`config.mk`:
```
export PLATFORM = sky130hd
export DESIGN_NAME = puzzle_build_sequencer
export DESIGN_NICKNAME = d
export VERILOG_FILES = /design/src/rtl/puzzle_build_sequencer.sv
export SDC_FILE = /design/constraint.sdc
export NUM_CORES = 1
export LEC_CHECK = 0
export BUFFER_PORTS_ARGS = -buffer_cell sky130_fd_sc_hd__buf_2
export CORE_UTILIZATION = 49
export CTS_CLUSTER_DIAMETER = 40
export DETAILED_ROUTE_END_ITERATION = 6
export HOLD_SLACK_MARGIN = 0.1
export PLACE_DENSITY = 0.81
export SLEW_MARGIN = 30
export SYNTH_ARGS = -nofsm -noshare
export SYNTH_HDL_FRONTEND = slang
export SYNTH_SLANG_ARGS = --single-unit
```
`constraint.sdc`:
```
create_clock -name clk_in -period 2.57 [get_ports clk_in]
set_input_delay 0.3855 -clock clk_in [delete_from_list [all_inputs] [get_ports clk_in]]
set_output_delay 0.3855 -clock clk_in [all_outputs]
set_load 0.05 [all_outputs]
```
`src/rtl/puzzle_build_sequencer.sv`:
```
// Puzzle-build sequencer: photo rows -> rescale filter -> constraint generator.
// Define SEQ_TIMEOUT_EN to enable the drain-state watchdog (TIMEOUT_CYCLES).
module puzzle_build_sequencer #(
   parameter int SRC_ROWS       = 240,
   parameter int DST_ROWS       = 30,
   parameter int CON_LINES      = 70,
   parameter int TIMEOUT_CYCLES = 4096
) (
   input  logic       clk_in,
   input  logic       reset_in,
   input  logic       start_in,
   input  logic       abort_in,
   output logic       src_rd_en_out,
   output logic [8:0] src_row_idx_out,
   output logic       filter_start_out,
   output logic       filter_row_valid_out,
   input  logic       filter_outputing_in,
   input  logic       filter_done_in,
   output logic       rescale_wr_en_out,
   output logic [4:0] rescale_wr_idx_out,
   output logic       gen_rd_en_out,
   output logic [4:0] gen_row_idx_out,
   output logic       gen_start_out,
   output logic       gen_row_valid_out,
   input  logic       gen_outputing_in,
   input  logic       gen_done_in,
   output logic       con_wr_en_out,
   output logic [6:0] con_wr_idx_out,
   output logic [2:0] state_out,
   output logic       busy_out,
   output logic       done_out,
   output logic       err_out,
   output logic [1:0] err_code_out
);

   typedef enum logic [2:0] {
      S_IDLE       = 3'd0,
      S_FEED_FILT  = 3'd1,
      S_DRAIN_FILT = 3'd2,
      S_FEED_GEN   = 3'd3,
      S_DRAIN_GEN  = 3'd4,
      S_DONE       = 3'd5,
      S_ERROR      = 3'd6
   } state_t;

   localparam logic [8:0] SRC_LAST = 9'(SRC_ROWS - 1);
   localparam logic [4:0] DST_LAST = 5'(DST_ROWS - 1);
   localparam logic [4:0] DST_CNT  = 5'(DST_ROWS);
   localparam logic [6:0] CON_CNT  = 7'(CON_LINES);

   localparam logic [1:0] E_EARLY = 2'd1;
   localparam logic [1:0] E_COUNT = 2'd2;
   localparam logic [1:0] E_TMO   = 2'd3;

   state_t     state_q;
   logic       src_rd_q;
   logic [8:0] src_idx_q;
   logic       fstart_q;
   logic       fvalid_q;
   logic       gen_rd_q;
   logic [4:0] gen_idx_q;
   logic       gstart_q;
   logic       gvalid_q;
   logic [4:0] fcnt_q;
   logic [4:0] fcnt_d;
   logic [6:0] ccnt_q;
   logic [6:0] ccnt_d;
   logic       done_q;
   logic       err_q;
   logic [1:0] code_q;

   logic       f_acc;
   logic       g_acc;
   logic       wd_trip;

   always_comb begin
      f_acc = filter_outputing_in &&
              ((state_q == S_FEED_FILT) || (state_q == S_DRAIN_FILT));
      g_acc = gen_outputing_in &&
              ((state_q == S_FEED_GEN) || (state_q == S_DRAIN_GEN));
   end

   // Counts keep running past the store size so the done check can
   // see an overrun; they saturate at the counter width.
   always_comb begin
      fcnt_d = fcnt_q;
      if (f_acc && (fcnt_q != 5'd31)) begin
         fcnt_d = fcnt_q + 5'd1;
      end
      ccnt_d = ccnt_q;
      if (g_acc && (ccnt_q != 7'd127)) begin
         ccnt_d = ccnt_q + 7'd1;
      end
   end

`ifdef SEQ_TIMEOUT_EN
   localparam int WDW = $clog2(TIMEOUT_CYCLES + 1);
   localparam logic [WDW-1:0] WD_LAST = WDW'(TIMEOUT_CYCLES - 1);

   logic [WDW-1:0] wd_q;
   logic           in_drain;

   always_comb begin
      in_drain = (state_q == S_DRAIN_FILT) ||
                 (state_q == S_DRAIN_GEN);
   end

   // wd_q holds cycles elapsed since the last output strobe.
   always_ff @(posedge clk_in) begin
      if (reset_in || !in_drain || f_acc || g_acc) begin
         wd_q <= WDW'(1);
      end else if (wd_q != WD_LAST) begin
         wd_q <= wd_q + 1'b1;
      end
   end

   always_comb begin
      wd_trip = in_drain && !f_acc && !g_acc &&
                (wd_q == WD_LAST);
   end
`else
   logic unused_timeout;

   always_comb begin
      unused_timeout = (TIMEOUT_CYCLES > 0);
      wd_trip        = 1'b0;
   end
`endif

   always_ff @(posedge clk_in) begin
      if (reset_in) begin
         state_q   <= S_IDLE;
         src_rd_q  <= 1'b0;
         src_idx_q <= '0;
         fstart_q  <= 1'b0;
         fvalid_q  <= 1'b0;
         gen_rd_q  <= 1'b0;
         gen_idx_q <= '0;
         gstart_q  <= 1'b0;
         gvalid_q  <= 1'b0;
         fcnt_q    <= '0;
         ccnt_q    <= '0;
         done_q    <= 1'b0;
         err_q     <= 1'b0;
         code_q    <= '0;
      end else if (abort_in) begin
         state_q   <= S_IDLE;
         src_rd_q  <= 1'b0;
         src_idx_q <= '0;
         fstart_q  <= 1'b0;
         fvalid_q  <= 1'b0;
         gen_rd_q  <= 1'b0;
         gen_idx_q <= '0;
         gstart_q  <= 1'b0;
         gvalid_q  <= 1'b0;
         done_q    <= 1'b0;
      end else begin
         fstart_q <= 1'b0;
         gstart_q <= 1'b0;
         done_q   <= 1'b0;
         fvalid_q <= src_rd_q;
         gvalid_q <= gen_rd_q;
         fcnt_q   <= fcnt_d;
         ccnt_q   <= ccnt_d;
         unique case (state_q)
            S_IDLE, S_DONE, S_ERROR: begin
               if (start_in) begin
                  state_q   <= S_FEED_FILT;
                  fstart_q  <= 1'b1;
                  src_idx_q <= '0;
                  gen_idx_q <= '0;
                  fcnt_q    <= '0;
                  ccnt_q    <= '0;
                  err_q     <= 1'b0;
                  code_q    <= '0;
               end
            end
            S_FEED_FILT: begin
               if (filter_done_in) begin
                  state_q  <= S_ERROR;
                  src_rd_q <= 1'b0;
                  err_q    <= 1'b1;
                  code_q   <= E_EARLY;
               end else if (fstart_q) begin
                  src_rd_q  <= 1'b1;
                  src_idx_q <= '0;
               end else if (src_rd_q) begin
                  if (src_idx_q == SRC_LAST) begin
                     src_rd_q <= 1'b0;
                     state_q  <= S_DRAIN_FILT;
                  end else begin
                     src_idx_q <= src_idx_q + 9'd1;
                  end
               end
            end
            S_DRAIN_FILT: begin
               if (filter_done_in) begin
                  if (fcnt_d == DST_CNT) begin
                     state_q  <= S_FEED_GEN;
                     gstart_q <= 1'b1;
                  end else begin
                     state_q <= S_ERROR;
                     err_q   <= 1'b1;
                     code_q  <= E_COUNT;
                  end
               end else if (wd_trip) begin
                  state_q <= S_ERROR;
                  err_q   <= 1'b1;
                  code_q  <= E_TMO;
               end
            end
            S_FEED_GEN: begin
               if (gen_done_in) begin
                  state_q  <= S_ERROR;
                  gen_rd_q <= 1'b0;
                  err_q    <= 1'b1;
                  code_q   <= E_EARLY;
               end else if (gstart_q) begin
                  gen_rd_q  <= 1'b1;
                  gen_idx_q <= '0;
               end else if (gen_rd_q) begin
                  if (gen_idx_q == DST_LAST) begin
                     gen_rd_q <= 1'b0;
                     state_q  <= S_DRAIN_GEN;
                  end else begin
                     gen_idx_q <= gen_idx_q + 5'd1;
                  end
               end
            end
            S_DRAIN_GEN: begin
               if (gen_done_in) begin
                  if (ccnt_d == CON_CNT) begin
                     state_q <= S_DONE;
                     done_q  <= 1'b1;
                  end else begin
                     state_q <= S_ERROR;
                     err_q   <= 1'b1;
                     code_q  <= E_COUNT;
                  end
               end else if (wd_trip) begin
                  state_q <= S_ERROR;
                  err_q   <= 1'b1;
                  code_q  <= E_TMO;
               end
            end
            default: begin
               state_q <= S_IDLE;
            end
         endcase
      end
   end

   always_comb begin
      src_rd_en_out        = src_rd_q;
      src_row_idx_out      = src_idx_q;
      filter_start_out     = fstart_q;
      filter_row_valid_out = fvalid_q;
      rescale_wr_en_out    = f_acc && (fcnt_q < DST_CNT);
      rescale_wr_idx_out   = fcnt_q;
      gen_rd_en_out        = gen_rd_q;
      gen_row_idx_out      = gen_idx_q;
      gen_start_out        = gstart_q;
      gen_row_valid_out    = gvalid_q;
      con_wr_en_out        = g_acc && (ccnt_q < CON_CNT);
      con_wr_idx_out       = ccnt_q;
      state_out            = state_q;
      busy_out             = (state_q == S_FEED_FILT)  ||
                             (state_q == S_DRAIN_FILT) ||
                             (state_q == S_FEED_GEN)   ||
                             (state_q == S_DRAIN_GEN);
      done_out             = done_q;
      err_out              = err_q;
      err_code_out         = code_q;
   end

endmodule

```
== Word level (Yosys, flattened, before mapping) ==
Cells that the tools add are included.
Storage, ports and cells
  register bits: 39
  input port bits: 8
  output and inout port bits: 42
  logic and storage cells: 139
Operators by class
  $add $sub $neg: 4
  magnitude comparators: 2
  equal/unequal tests: 31
  mux-type cells: 59
  bitwise gates (word level): 6
  reductions and logical operators: 23
Operator list (number)
  9-bit two-way mux: 5
  5-bit two-way mux: 8
  3-bit two-way mux: 12
  3-bit != test (second input constant): 10
  7-bit two-way mux: 3
  1-bit two-way mux: 18
  2-bit != test (second input constant): 9
  9-bit one-hot mux with 2 select lines: 1
  9-bit AND reduction: 2
  2-bit two-way mux: 8
  3-bit one-hot mux with 5 select lines: 1
  5-bit by 1-bit adder with 5-bit output (second input constant): 2
  5-bit equality test (second input constant): 2
  2-bit one-hot mux with 5 select lines: 1
  5-bit one-hot mux with 2 select lines: 1
  5-bit AND reduction: 2
  9-bit by 1-bit adder with 9-bit output (second input constant): 1
  3-bit equality test (second input constant): 3
  9-bit by 8-bit equality test with 1-bit output (second input constant): 1
  4-bit OR reduction: 2
  7-bit by 1-bit adder with 7-bit output (second input constant): 1
  7-bit equality test (second input constant): 1
  7-bit less-than comparator (second input constant): 1
  7-bit != test (second input constant): 1
  13 further kinds: 29

== Longest topological paths before layout ==
Gate-level depths: netlist of the first run.
  word-level depth: 9
  gate-level depth with buffers: 10
  depth with buffers taken out: 9

== Least setup slack after synthesis of the first run ==
No wires, ideal clock.
  path kind: reg-to-reg
  start: register fcnt_q[0] (netlist: rescale_wr_idx_out[0])
  end: register code_q[1] (netlist: err_code_out[1])
  library setup time: 0.121 ns
  data arrival time: 2.695 ns
  data required time: 2.449 ns
  setup slack: -0.247 ns
  cell stages (with the launch flop): 10
  buffers on the path: 1
  period minus slack after synthesis: 2.817 ns
  path through: dfxtp_1 > ha_1 > and3_1 > ha_1 > nor3_1 > buf_2 > a41oi_1 > nor4b_2 > nor3_2 > mux2_4
On the way
  cells in the longest elaborated chain, start to end: 6
  elaborated cells on any way between the ends: 7
  those cells by class: 1 x add/sub; 3 x eq/ne; 1 x mux; 2 x reduce/logical
Ends and longest elaborated chain
  start, declared: line 64  | logic [4:0] fcnt_q;
  start signal, assigned: line 163  | fcnt_q <= fcnt_d;
  branches (longest 2 deep; another with 5-bit by 1-bit adder with 5-bit output)
  5-bit two-way mux (*): line 87  | if (f_acc && (fcnt_q != 5'd31)) begin
  5-bit equality test (*): line 198  | if (fcnt_d == DST_CNT) begin
  2-bit != test (no source line) (*)
  9-bit AND reduction (no source line) (*)
  end signal, assigned: line 204  | code_q <= E_COUNT;
  end signal, assigned: line 209  | code_q <= E_TMO;
  end signal, assigned: line 217  | code_q <= E_EARLY;
  end, declared: line 70  | logic [1:0] code_q;
Mark *: on every way between the ends.
A chain may end at the register's enable or synchronous reset.

== Worst setup path after layout of the first run ==
  start: register ccnt_q[2] (netlist: con_wr_idx_out[2])
  end: register code_q[1] (netlist: err_code_out[1])
On the way
  cells in the longest elaborated chain, start to end: 6
  elaborated cells on any way between the ends: 7
  those cells by class: 1 x add/sub; 3 x eq/ne; 1 x mux; 2 x reduce/logical
Ends and longest elaborated chain
  start, declared: line 66  | logic [6:0] ccnt_q;
  start signal, assigned: line 164  | ccnt_q <= ccnt_d;
  branches (longest 2 deep; another with 7-bit by 1-bit adder with 7-bit output)
  7-bit two-way mux (*): line 91  | if (g_acc && (ccnt_q != 7'd127)) begin
  7-bit equality test (*): line 232  | if (ccnt_d == CON_CNT) begin
  2-bit != test (no source line) (*)
  9-bit AND reduction (no source line) (*)
  end signal, assigned: line 217
  end signal, assigned: line 238  | code_q <= E_COUNT;
  end signal, assigned: line 243  | code_q <= E_TMO;
Marks and branches as above.

==> results of run 1 <==
[per-layer routing]
layer / wire length, um / global-route usage, %
met1: 2710 / 32.1
met2: 2820 / 37.8
met3: 282 / 4.27
met4: 95 / 7.33
met5: 0 / 0
[registers in the layout, indices dropped and copies added (netlist names)]
signal                cells
state_out                 3
filter_row_valid_out      1
src_row_idx_out           9
done_out                  1
rescale_wr_idx_out        5
gen_start_out             1
filter_start_out          1
err_out                   1
gen_row_valid_out         1
gen_rd_en_out             1
gen_row_idx_out           5
src_rd_en_out             1
err_code_out              2
con_wr_idx_out            7
[logic make-up (layout without fill, tap and decap cells)]
logic type	Yosys count	after routing	synth area share [%]
buf+inv	27	85	5.05
simple gates	132	132	31.9
compound gates	64	64	18.3
xor+xnor	14	14	5.27
mux	6	6	2.79
flops	39	39	33.5
fa+ha+maj	6	6	3.22
[cell type report]
| type | instances | area share, % |
|---|---|---|
| Multi-Input combinational cell | 222 | 52.1 |
| Clock inverter | 2 | 0.442 |
| Inverter | 11 | 1.46 |
| Clock buffer | 6 | 2.56 |
| Timing Repair Buffer | 66 | 13.2 |
| Tap cell | 52 | 2.30 |
| Sequential cell | 39 | 28.0 |
[worst max-delay path, cell delays in order (launching register included)]
cell	delay, ns
sky130_fd_sc_hd__dfxtp_2	0.41
sky130_fd_sc_hd__nand2_1	0.19
sky130_fd_sc_hd__o21a_1	0.24
sky130_fd_sc_hd__or4b_1	0.55
sky130_fd_sc_hd__a22o_1	0.28
sky130_fd_sc_hd__nor4_4	0.26
sky130_fd_sc_hd__nor3_2	0.11
sky130_fd_sc_hd__mux2_4	0.30
[where the power goes]
part / internal, mW / total [mW] / switching (mW)
registers: 0.612 / 0.622 / 0.0107
logic: 0.0596 / 0.195 / 0.135
clock network: 0.190 / 0.422 / 0.232
[repair_timing]
item                                    4_1_cts  5_1_grt
endpoints found under the hold margin         0        0
buffers inserted                              0        0
gates resized for setup                       0        8
endpoints found under the setup margin        0        7
hold buffers                                  0        0
[synthesized netlist by cell type, drive strengths merged, types with 5 or more instances]
master / number / share of area [%]
nor3: 13 / 3.0
o21ai: 18 / 3.9
and3: 7 / 1.9
mux2i: 5 / 2.1
buf: 7 / 1.8
a21oi: 14 / 3.0
and2: 6 / 1.6
nand2: 19 / 3.1
inv: 11 / 1.8
dfxtp: 39 / 34
ha: 6 / 3.2
nand3: 5 / 1.1
clkbuf: 9 / 1.5
nor2: 40 / 6.4
xor2: 10 / 3.8
nand4: 9 / 2.4
a32oi: 5 / 1.9
[worst min path at each step]
stage	end	slack (ns)	depth (start not counted)	from
2_1_floorplan	done_out	0.53	1	gen_done_in
4_1_cts	gen_start_out	0.40	2	filter_done_in
3_5_place_dp	err_out	0.44	2	err_out
3_3_place_gp	err_out	0.46	2	err_out
5_1_grt	gen_start_out	0.41	2	filter_done_in
6_report	gen_start_out	0.41	2	filter_done_in
[layout by cell type, fill, tap and decap left out, types with 5 or more instances in the layout]
cell	count
sky130_fd_sc_hd__xor2_1	10
sky130_fd_sc_hd__nor2_1	40
sky130_fd_sc_hd__and3_1	7
sky130_fd_sc_hd__inv_1	11
sky130_fd_sc_hd__a32oi_1	5
sky130_fd_sc_hd__nand4_1	9
sky130_fd_sc_hd__clkbuf_8	5
sky130_fd_sc_hd__and2_1	6
sky130_fd_sc_hd__nand2_1	19
sky130_fd_sc_hd__nor3_1	11
sky130_fd_sc_hd__a21oi_1	14
sky130_fd_sc_hd__dfxtp_2	10
sky130_fd_sc_hd__buf_2	49
sky130_fd_sc_hd__dfxtp_1	29
sky130_fd_sc_hd__mux2i_1	5
sky130_fd_sc_hd__o21ai_0	15
sky130_fd_sc_hd__buf_4	17
sky130_fd_sc_hd__ha_1	5
sky130_fd_sc_hd__nand3_1	5
[stage by stage]
step	total power, mW	worst slack (ns)	area (um2)	hold slack (ns)	instances
final	1.24	0.124	2830	0.406	398
after global placement	0.823	0.0979	2700	0.457	390
after global routing	1.28	-0.00529	2830	0.412	398
after CTS	1.24	0.0168	2790	0.402	398
after detailed placement	0.826	0.0331	2700	0.444	390
after floorplan	0.778	-0.142	2340	0.531	288
==> results.toml, run 1 <==
[outcome]
run_status = "completed"

[setup_path]
worst_r2r_endpoint = "err_code_out[1]"
class_of_the_most_critical_setup_path = "reg2reg"
critPathCaptureType = "flop"
r2r.worst_path.cells = 7
rrSetupSlack_ns = 0.12
crit_path_max_fanout = 9
cp.required_ns = 2.76
arrival_ns = 2.63
worstSetupStartpointType = "flop"
timing.rr.start = "con_wr_idx_out[2]"
startpoint = "con_wr_idx_out[2]"
crit_end = "err_code_out[1]"

[clock_tree]
cts.clk_slew.worst_paths_ns = 0.08
cts_buffers = 5
cts.htree.levels = 2
ctsLongestPathBuffers = 2
cts_tree = "built"
clock_sink_count = 39
cts_root_buffer = "sky130_fd_sc_hd__clkbuf_8"
clkLatencyLatePin_ns = 0.30

[routing]
drt_first_iter_violations = 173
route.detailed.wl_per_inst_um = 14.9
route.vias.total = 2418
detail_route.wirelength_um = 5920
vias_per_cell = 6.08
detail-route-antenna-nets = 0
drtPass1Iterations = 7
drc = 0

[grt]
gr-total-overflow = 0
antenna_violations_before_repair = 0
grt_pass1_wl_um = 9510
number_of_global_route_vias_before_repair = 2062
pin_count_of_the_biggest_net_entering_global_routing = 18
grtUsageTotal_pct = 23.5

[yosys]
yosysWarningCount = 0
syn-cell-area_um2 = 2330
synthesis.nets = 302
flip_flop_cell_with_the_highest_count_after_synthesis = "sky130_fd_sc_hd__dfxtp_1"
sequential_to_total_area_share_from_yosys_stat_pct = 33.5
ys_seq_elements = 39
netlist_cell_types = 57
post_synthesis_async_set_or_reset_flop_share_pct = 0
average_cell_area_after_synthesis_um2 = 8.09
syn-instance-count = 288
synth-edff-count = 0

[floorplan]
initial_core_util_pct = 52.0
design.core.area_um2 = 4470
floorplan.die.width_um = 70.9
io_pins = 50
die-area_um2 = 5030
std_cell_rows = 24
dieHeight_um = 70.9

[timing]
finalHoldViolCount = 0
worst_clock_skew_ns = 0.00514
report.final.setup_viol = 0
timing.setup.tns_ns = 0
achievable-frequency_mhz = 409
tightestPinTransition_ns = 0.520
report.final.slew_viol_count = 0
timing.final.crit_share_pct = 95.2
worst_slew_margin_rel_pct = 65.1
post_layout_min_period_ns = 2.45

[cells_and_area]
post-route-util_pct = 63.3
synthToLayoutAreaGrowth_pct = 21.6
n_fill_cell = 410
final_layout_size_suffix_gt1_share_pct = 28.3
regArea_um2 = 793
final_nets = 359
multiInputGateArea_um2 = 1470
diode_insertion_count_for_antenna_repair = 0

[pwr]
peak_ir_drop_on_the_vdd_network_mv = 0.225
power.density_cell_area_nw_per_um2 = 438
power.leakage_nw = 1.17

[flow_run]
maxCapViolations = 0

[place]
finalWeightedCongestion = 0.951
hpwlAfterDp_um = 4180
number_of_buffers_added_on_ports = 49

[min_path]
worst_hold_path_type = "in2reg"
Note: power is estimated with default switching activity, not from simulation.
==> run 2: changes to the inputs <==
--- a/config.mk
+++ b/config.mk
@@ -10,7 +10,7 @@
 export CTS_CLUSTER_DIAMETER = 40
 export DETAILED_ROUTE_END_ITERATION = 6
 export HOLD_SLACK_MARGIN = 0.1
-export PLACE_DENSITY = 0.81
+export PLACE_DENSITY = 0.79
 export SLEW_MARGIN = 30
 export SYNTH_ARGS = -nofsm -noshare
 export SYNTH_HDL_FRONTEND = slang
==> run 2 against run 1 <==
Effect of this change: the run now ends with DRC left; clock power up 23%; flip-flop and latch count unchanged; global-route usage up 0.82 points; die area unchanged.
==> results.toml, run 2 (synthesis gave the netlist of run 1 again) <==
[outcome]
run_status = "finished, violations left"
violations = "DRC"

[timing]
achievable-frequency_mhz = 407
post_layout_min_period_ns = 2.45
setup_ws_ns = 0.116
finalHoldViolCount = 0
report.final.slew_viol_count = 0
timing.final.crit_share_pct = 95.5
worst_slew_margin_rel_pct = 66.2
report.final.setup_viol = 0
timing.hold.ws_ns = 0.393
timing.setup.tns_ns = 0
rsz0062_at_grt = "no"
worst_clock_skew_ns = 0.0111
tightestPinTransition_ns = 0.503

[clock_tree]
cts_root_buffer = "sky130_fd_sc_hd__clkbuf_8"
cts_tree = "built"
cts_setup_buffers = 0
cts.clk_slew.worst_paths_ns = 0.09
cts-hold-fix-buffers = 0
cts.htree.levels = 2
clkLatencyLatePin_ns = 0.30
cts_buffers = 5
clock_sink_count = 39
ctsLongestPathBuffers = 2

[place]
place.detailed.instances = 390
hpwlAfterDp_um = 4220
pre_cts_ws_ns = -0.0908
finalWeightedCongestion = 0.913
number_of_buffers_added_on_ports = 49

[grt]
grtUsageTotal_pct = 24.3
number_of_global_route_vias_before_repair = 2120
pin_count_of_the_biggest_net_entering_global_routing = 18
gr-total-overflow = 0
antenna_violations_before_repair = 0
grt_pass1_wl_um = 9810

[routing]
route.detailed.wl_per_inst_um = 14.9
drc = 2
drtPass1Iterations = 7
vias_per_cell = 5.95
detail_route.wirelength_um = 5930
route.vias.total = 2368
detail-route-antenna-nets = 0
drt_first_iter_violations = 249

[cells_and_area]
regArea_um2 = 793
flip_flop_count_of_the_largest_register_after_layout = 9
n_fill_cell = 387
diode_insertion_count_for_antenna_repair = 0
synthToLayoutAreaGrowth_pct = 23.2
multiInputGateArea_um2 = 1480
final_layout_size_suffix_gt1_share_pct = 28.3
final_nets = 359
most-common-layout-cells = "49 x sky130_fd_sc_hd__buf_2, 40 x sky130_fd_sc_hd__nor2_1, 29 x sky130_fd_sc_hd__dfxtp_1"
layoutNonFillerInstCount = 398
most_common_cell_after_layout_fill_and_taps_aside = "sky130_fd_sc_hd__buf_2"

[setup_path]
worstSetupStartpointType = "flop"
crit_path_max_fanout = 7
arrival_ns = 2.65
class_of_the_most_critical_setup_path = "reg2reg"
critPathCaptureType = "flop"
rrSetupSlack_ns = 0.12
cp.required_ns = 2.77

[pwr]
power.leakage_nw = 1.19
total_power_after_layout_mw = 1.34
peak_ir_drop_on_the_vdd_network_mv = 0.297
power.density_cell_area_nw_per_um2 = 468

[floorplan]
std_cell_rows = 24
design.core.area_um2 = 4470
dieHeight_um = 70.9
die-area_um2 = 5030
io_pins = 50
floorplan.die.width_um = 70.9
initial_core_util_pct = 52.0

[flow_run]
maxCapViolations = 0

[min_path]
worst_hold_path_type = "in2reg"
run 2: changes by cell type in the layout (fill, tap and decap cells not counted), sizes merged:
cell,delta
clkbuf,-1
bufinv,+1
clkinv,+1
clkinvlp,-1
run 2: metal layers:
layer  track usage (%)  part of all wire, %  vias up
met5                 0                    0        -
met4              10.7                  1.2        0
met3              3.99                  6.0        9
met2              37.6                   47       93
met1              33.5                   46     1105
li1                  -                    -     1161
run 2: power breakdown:
part / switching (mW) / internal (mW) / leakage (nW)
registers: 0.00959 / 0.612 / 0.320
logic: 0.138 / 0.0602 / 0.814
clock network: 0.232 / 0.289 / 0.0581
run 2: final timing paths:
kind                     startpoint         endpoint  cells after the start
setup / recovery  con_wr_idx_out[1]  err_code_out[1]                      8
hold / removal       filter_done_in    gen_start_out                      2
setup reg to reg  con_wr_idx_out[1]  err_code_out[1]                      8
hold reg to reg             err_out          err_out                      2
run 2: cell type report:
cell class,count,area share [%]
multi-input cells,222,51.7
flip-flops and latches,39,27.7
repair buffers,66,13.0
clock buffers,5,2.40
well taps,52,2.27
clock inverters,3,1.53
inverters,11,1.44
run 2: critical path, stage by stage (launching register included):
cell and delay, ns:
sky130_fd_sc_hd__dfxtp_2 0.38, sky130_fd_sc_hd__ha_1 0.31, sky130_fd_sc_hd__nand3_1 0.13, sky130_fd_sc_hd__or3_1 0.32
sky130_fd_sc_hd__a211o_1 0.31, sky130_fd_sc_hd__a22o_1 0.24, sky130_fd_sc_hd__nor4_4 0.26, sky130_fd_sc_hd__nor3_2 0.11
sky130_fd_sc_hd__mux2_4 0.30
run 2: metrics by stage:
stage               instance area [um2]  utilization (%)
floorplan                          2340                -
global placement                   2700             60.4
detailed placement                 2700             60.4
CTS                                2820             63.0
global route                       2870             64.1
finish                             2870             64.1
run 2: timing repair:
action	in CTS	in global routing
pin swaps	0	3
setup endpoints to repair	3	6
gates resized for setup	1	7
